==> src/rtl/bcd_down_timer_pkg.sv <==
// Shared definitions for the BCD countdown timer:
// state encoding, digit limit and preset sanitising.
package bcd_down_timer_pkg;

    typedef enum logic [1:0] {
        IDLE  = 2'b00,
        RUN   = 2'b01,
        PAUSE = 2'b10,
        DONE  = 2'b11
    } state_t;

    localparam logic [3:0] BCD_MAX = 4'd9;

    // Clamp an out-of-range BCD nibble to the largest legal digit.
    function automatic logic [3:0] bcd_sanitise(input logic [3:0] n);
        return (n > BCD_MAX) ? BCD_MAX : n;
    endfunction

endpackage

==> src/rtl/bcd_digit_dec.sv <==
// One BCD digit of the borrow-ripple decrement chain.
// A digit at zero wraps to nine and passes the borrow on.
module bcd_digit_dec
    import bcd_down_timer_pkg::*;
(
    input  logic [3:0] d_in,
    input  logic       borrow_in,
    output logic [3:0] d_out,
    output logic       borrow_out
);

    // Decrement when borrowed from; wrap 0 -> 9 and borrow upward.
    always_comb begin
        d_out      = d_in;
        borrow_out = 1'b0;
        if (borrow_in) begin
            if (d_in == 4'd0) begin
                d_out      = BCD_MAX;
                borrow_out = 1'b1;
            end else begin
                d_out = d_in - 4'd1;
            end
        end
    end

endmodule

==> src/rtl/bcd_down_timer.sv <==
// Loadable multi-digit BCD countdown timer with
// run/pause control and a one-cycle expiry pulse.
module bcd_down_timer
    import bcd_down_timer_pkg::*;
#(
    parameter int DIGITS = 2
) (
    input  logic                  clk,
    input  logic                  rst,
    input  logic                  load,
    input  logic [4*DIGITS-1:0]   load_val,
    input  logic                  start,
    input  logic                  pause,
    input  logic                  tick,
    output logic [4*DIGITS-1:0]   Y,
    output logic                  busy,
    output logic                  done
);

    localparam int W = 4 * DIGITS;

    state_t         state;
    logic [W-1:0]   load_san;
    logic [W-1:0]   y_dec;
    logic [DIGITS:0] borrow;

    // Clamp every preset digit into 0..9.
    always_comb begin
        load_san = '0;
        for (int i = 0; i < DIGITS; i++) begin
            load_san[4*i +: 4] = bcd_sanitise(load_val[4*i +: 4]);
        end
    end

    assign borrow[0] = tick && (state == RUN);

    for (genvar g = 0; g < DIGITS; g++) begin : g_dig
        bcd_digit_dec u_dec (
            .d_in       (Y[4*g +: 4]),
            .borrow_in  (borrow[g]),
            .d_out      (y_dec[4*g +: 4]),
            .borrow_out (borrow[g+1])
        );
    end

    // Control FSM with the count register and registered flags.
    always_ff @(posedge clk) begin
        if (!rst) begin
            Y     <= '0;
            state <= IDLE;
            busy  <= 1'b0;
            done  <= 1'b0;
        end else if (load) begin
            Y     <= load_san;
            state <= IDLE;
            busy  <= 1'b0;
            done  <= 1'b0;
        end else begin
            done <= 1'b0;
            unique case (state)
                IDLE: begin
                    if (start) begin
                        if (Y == '0) begin
                            state <= DONE;
                            done  <= 1'b1;
                        end else begin
                            state <= RUN;
                            busy  <= 1'b1;
                        end
                    end
                end
                RUN: begin
                    if (pause) begin
                        state <= PAUSE;
                    end else if (tick && !borrow[DIGITS]) begin
                        Y <= y_dec;
                        if (y_dec == '0) begin
                            state <= DONE;
                            busy  <= 1'b0;
                            done  <= 1'b1;
                        end
                    end
                end
                PAUSE: begin
                    if (start && !pause) begin
                        state <= RUN;
                    end
                end
                DONE: begin
                    state <= IDLE;
                    busy  <= 1'b0;
                end
            endcase
        end
    end

endmodule

==> config.mk <==
export PLATFORM = sky130hd
export DESIGN_NAME = bcd_down_timer
export DESIGN_NICKNAME = d
export VERILOG_FILES = /design/src/rtl/bcd_down_timer_pkg.sv /design/src/rtl/bcd_digit_dec.sv /design/src/rtl/bcd_down_timer.sv
export SDC_FILE = /design/constraint.sdc
export NUM_CORES = 1
export LEC_CHECK = 0
export ABC_AREA = 0
export CORE_MARGIN = 2
export CORE_UTILIZATION = 30
export DETAILED_ROUTE_END_ITERATION = 8
export PLACE_DENSITY_LB_ADDON = 0.1
export SLEW_MARGIN = 20
export SYNTH_ARGS = -nofsm -noshare
export SYNTH_HDL_FRONTEND = slang
export SYNTH_SLANG_ARGS = --single-unit
==> constraint.sdc <==
create_clock -name clk -period 1.9 [get_ports clk]
set_clock_uncertainty 0.15 [all_clocks]
set_input_delay 0.38 -clock clk [delete_from_list [all_inputs] [get_ports clk]]
set_output_delay 0.38 -clock clk [all_outputs]
set_load 0.01 [all_outputs]
==> impl_results.md, run 1 <==
- DR vias/cell: around 5.4
- Post-Synthesis Cells: 102
- Crit Path Max Fanout: 3
- Core area: 2522 um^2
- Slew Viols, Final: 0
- Crit path capture type: flip-flop
- Synth warn: 0
- Routability cong.: 0.8319
- Relative slew slack: 76.45%
- PD cells: 517.6 nW/um^2
- Setup crit start kind: flip-flop
- Yosys reg bits: 12
- Row count: 18
- DRC: 0
- Area delta synth->final: 49.92%
- Count leader, synth: dfxtp_1
- Period utilisation layout: 98.27%
- Total track usage: 15.54%
- Starting density of the core: between 30% and 40%
- I/O pin cnt: 24
- Routed WL: 2305 um
- Post-synth ARST share: 0%
- Avg Cell Area, Syn: around 8.0 um^2
- Vias in the first global route: 828
- Net count reported at finish: 157
- Cells resized by post-CTS repair: 0
- Top post-synthesis cells by area: dfxtp_1 (29%), o21ai_0 (4.9%), nor2_1 (4.6%)
- Fmax: between 500 and 600 MHz
- Critical Path RT: roughly 1.9 ns
- RSZ-0062 raised after global routing: yes
- Slew @ Worst Pin: 0.3521 ns
- Max_cap viols: 0
- Final critical delay including setup and external delays: 1.867 ns
- Total gr overflow: 0
- Die width: ~56 um
- Main synth FF type: dfxtp_1
- Final count of hold timing violations: 0
- Largest net degree at the start of global routing: 12
- Dpl ws: -0.1951 ns
- Final setup fails: 0
- Synth top area share: 29.49%
- Final Power: 0.6320 mW
- CTS HTree Levels: 1
- Longest Clk Path Bufs: 2
- Worst vdd ir: 0.3003 mV
- CTS sink cnt: 12
- Sequential cell area fraction in the yosys report: between 20% and 30%
- CP arrival: ~1.9 ns
- Antenna Nets Post-Route: 0
- Netlist Area Pre-Place: 814.5 um^2
- Post-synth top cells: dfxtp_1 (12), nor2_1 (10), nand2_1 (9), o21ai_0 (8), clkbuf_1 (4)
- CTS tree: built
- Height of the die: 56.11 um
- Post-route setup slack: 0.03287 ns
- CTS root buf: clkbuf_4
- DP HPWL: 1824 um
- Antenna Cells: 0
- DR WL/cell: around 13 um
- Crit Path Class: reg -> reg
- Yosys cell types: 45
- Buffers on Ports: 23
- Post-CTS Setup Inserts: 0
- Initial antenna violation count: 0
- Reg clk slew, reported paths: roughly 0.080 ns
- P_leak: 0.4626 nW
- Total CTS buffers: 3
- Die area: 3148 um^2
- Worst hold margin: 0.3637 ns
- Syn_nets: 116
- Cell taking the most area after synthesis: dfxtp_1
- First-pass GRT wire length: 3870 um
- CTS Hold Buffers Added: 0
- Initial DRC count: 32
- Via count: 917
- Hold/Removal Path Class: reg -> reg
- Worst-skew pair later-pin latency: about 0.27 ns
- Cell area after layout: approximately 1200 um^2
- Placed Area: 1195 um^2
- Status: finished, final reports clean
- 1st-pass router iterations: 4
- Layout cells sized above 1: 21.28%
- Number of synthesized flops with an enable pin: 0
## critical path, cell delays in order (launching register included)
cell     delay, ns
dfxtp_1       0.32
or4_4         0.57
nor4_2        0.28
buf_4         0.18
mux2i_1       0.19
o32ai_1       0.09
## sequential cells by signal, indices dropped and copies added (netlist names)
| signal | flops |
|---|---|
| Y | 8 |
| state | 2 |
| busy | 1 |
| done | 1 |
## path summary, 6_finish.rpt
check / from / end / slack (ns) / cells past startpoint
max reg2reg: Y[2] / Y[6] / 0.03 / 5
min reg2reg: busy / busy / 0.36 / 2
min: busy / busy / 0.36 / 2
max: Y[2] / Y[6] / 0.03 / 5
## kinds of logic (layout without fill, tap and decap cells)
logic type,count (synthesis),after routing,synth area share [%]
xor+xnor,2,2,2.151
flops,12,12,29.49
buf+inv,8,47,4.147
simple gates,49,49,35.95
compound gates,29,29,25.81
mux,2,2,2.458
## power by group
group / total, mW / internal, mW / switching (mW)
registers: 0.280 / 0.265 / 0.0151
logic: 0.193 / 0.106 / 0.0873
clock network: 0.159 / 0.0733 / 0.0859
## cells in the final DEF (no fill, tap or decap), drive strengths merged, types with 2 or more instances in the layout
| cell | synthesis | layout |
|---|---|---|
| a211oi | 3 | 3 |
| a21oi | 2 | 2 |
| a31oi | 3 | 3 |
| buf | 1 | 18 |
| clkbuf | 4 | 3 |
| clkdlybuf4s50 | 0 | 22 |
| dfxtp | 12 | 12 |
| inv | 3 | 3 |
| mux2i | 2 | 2 |
| nand2 | 9 | 9 |
| nand2b | 2 | 2 |
| nand3 | 3 | 3 |
| nand3b | 2 | 2 |
| nand4 | 3 | 3 |
| nand4b | 2 | 2 |
| nor2 | 11 | 11 |
| nor2b | 3 | 3 |
| nor3 | 2 | 2 |
| nor4 | 2 | 2 |
| o211ai | 2 | 2 |
| o21a | 2 | 2 |
| o21ai | 8 | 8 |
| or2 | 2 | 2 |
| or4 | 2 | 2 |
## through the flow
stage          util [%]  setup TNS (ns)  instances
2_1_floorplan         -               0        102
3_3_place_gp      47.37         -0.6446        168
3_5_place_dp      47.37         -0.8758        168
4_1_cts           48.26               0        171
5_1_grt           48.41        -0.01750        171
6_report          48.41               0        171
## cell type report
| cell class | count | area (um^2) |
|---|---|---|
| clock buffer | 3 | 22.52 |
| fill | 275 | 1301 |
| inverter | 3 | 11.26 |
| multi-input combinational | 82 | 540.5 |
| sequential | 12 | 241.5 |
| tap | 30 | 37.54 |
| timing repair buffer | 41 | 367.9 |
## routing by layer
| metal | vias to the layer above | track usage (%) | wire length, um |
|---|---|---|---|
| li1 | 464 | - | - |
| met1 | 424 | 21.37 | 1132 |
| met2 | 27 | 23.87 | 1058 |
| met3 | 2 | 4.186 | 95 |
| met4 | 0 | 4.082 | 18 |
| met5 | - | 0 | 0 |
Note: power is estimated with default switching activity, not from simulation.
==> run 2, diff against run 1 <==
CTS_CLUSTER_SIZE = 10   (was not set)
PLACE_DENSITY = 0.56   (was not set)
PLACE_DENSITY_LB_ADDON = not set   (was 0.1)
==> impl_results.md, run 2 (synthesis gave the netlist of run 1 again) <==
- Placed Area: 1217 um^2
- Total CTS buffers: 3
- Final critical delay including setup and external delays: approximately 1.8 ns
- Total track usage: between 10% and 20%
- Vias in the first global route: 917
- Crit path buf inv count: 2
- CP arrival: 1.32 ns
- Buffers on Ports: 23
- DRC: 0
- Hold Path Cell Cnt: 2
- RSZ-0062 raised after global routing: no
- Final setup fails: 0
- Hold path endpoint: busy
- Period utilisation layout: 97.29%
- Crit path capture type: output pin
- Reg-to-reg slack, setup: approximately 0.08 ns
- Slew Viols, Final: 0
- Hold path startpoint: busy
- Final count of hold timing violations: 0
- DR WL/cell: approximately 15 um
- Largest stage delay on the critical path: 0.53 ns
- Relative slew slack: 66.52%
- Post-Place Cells: 171
- DP HPWL: 2006 um
- Final Non-Filler Cells: 175
- Cells resized by post-CTS repair: 0
- Crit Path Class: reg -> out
- Row count: 18
- Most frequent cells in the layout: clkdlybuf4s50_1 (23), buf_4 (21), dfxtp_1 (11)
- Post-CTS Setup Inserts: 0
- CTS Hold Buffers Added: 0
- DR vias/cell: 5.491
- Die area: approximately 3100 um^2
- Routed WL: between 2000 and 3000 um
- Longest Clk Path Bufs: 2
- Layout cells sized above 1: about a quarter
- Final core utilization: 49.75%
- CTS sink cnt: 12
- CTS HTree Levels: 1
- Worst-skew pair later-pin latency: 0.28 ns
- Largest net degree at the start of global routing: 12
- I/O pin cnt: 24
- R2R cell count: 4
- Reg clk slew, reported paths: 0.09 ns
- Die width: 56.11 um
- Area delta synth->final: 54.07%
- Hold/Removal Path Class: reg -> reg
- Crit Path Max Fanout: 6
- Core area: ~2500 um^2
- Height of the die: 56.11 um
- Worst vdd ir: 0.2343 mV
- Routability cong.: 0.9536
- Total gr overflow: 0
- Fmax: ~540 MHz
- Critical Path RT: 1.37 ns
- 1st-pass router iterations: 4
- CP max stage cell: clkdlybuf4s50_1
- CTS tree: built
- CTS root buf: clkbuf_4
- Worst-path cell chain: buf_4 -> clkdlybuf4s50_1
- Initial DRC count: 27
- Status: finished, final reports clean
- Largest delay contributor family on the critical path: buffers and inverters
- Antenna Nets Post-Route: 0
- Slew @ Worst Pin: 0.4977 ns
- Reg2reg start: Y[2]
- Max_cap viols: 0
- First-pass GRT wire length: 4215 um
- Initial antenna violation count: 0
- P_leak: 0.4748 nW
- Antenna Cells: 0
- Commonest non-fill, non-tap cell in the layout: clkdlybuf4s50_1
- R2r endpoint: Y[6]
- Reg with most FFs: Y
- Cell area after layout: 1255 um^2
- Final Power: between 0.7 and 0.8 mW
- Starting density of the core: 32.29%
- PD cells: approximately 560 nW/um^2
- Largest regs: Y (8), state (2)
- Max reg flops: 8
- Via count: 961
- Setup crit start kind: flip-flop
- Net count reported at finish: 160
## run 2: cell count changes in the layout (fill, tap and decap cells not counted)
cell	change
buf_4	+3
clkdlybuf4s50_1	+1
clkbuf_8	+1
dlymetal6s2s_1	-1
## run 2: through the flow
stage               hold slack, ns  TNS [ns]  setup slack (ns)
floorplan                   0.3386         0            0.1210
global placement            0.3476   -0.6039           -0.1169
detailed placement          0.3506   -0.6757           -0.1658
CTS                         0.3641         0           0.04518
global route                0.3872         0          0.003101
finish                      0.3592         0           0.05153
## run 2: worst max-delay path by stage
| stage | startpoint | to | slack (ns) | cells after the start |
|---|---|---|---|---|
| after floorplan | Y[2] | Y[6] | 0.12 | 4 |
| after global placement | pause | Y[3] | -0.12 | 5 |
| after detailed placement | tick | Y[3] | -0.17 | 5 |
| after CTS | Y[2] | Y[2] | 0.05 | 2 |
| after global routing | Y[2] | Y[2] | 0.003 | 2 |
| final | Y[2] | Y[2] | 0.05 | 2 |
## run 2: cell type report
type | count | area, um^2
Tap cell | 30 | 37.54
Timing Repair Buffer | 44 | 387.9
Multi-Input combinational cell | 82 | 540.5
Fill cell | 251 | 1267
Inverter | 3 | 11.26
Clock buffer | 4 | 36.28
Sequential cell | 12 | 241.5
## run 2: worst reg2reg max path, cell delays in order, from the launching register on
cell	delay, ns
dfxtp_1	0.33
or4_4	0.57
nor4_2	0.32
mux2i_1	0.25
o32ai_1	0.09
## run 2: power breakdown
part           leakage (nW)  switching, mW  internal (mW)
logic                 0.355         0.0963          0.111
registers            0.0988         0.0115          0.265
clock network        0.0210          0.103          0.117
## run 2: per-layer routing
metal  vias up  GRT usage, %  wire (um)  share of wire (%)
met5         -             0          0                  0
met4         0         8.163         37                1.5
met3         4         3.023        182                7.2
met2        37         29.24       1238                 49
met1       446         19.83       1084                 43
li1        474             -          -                  -
==> run 3, diff against run 2 <==
ABC_AREA = not set   (was 0)
==> results of run 3 <==
Final layout, timing and power as in run 2 (identical DEF).
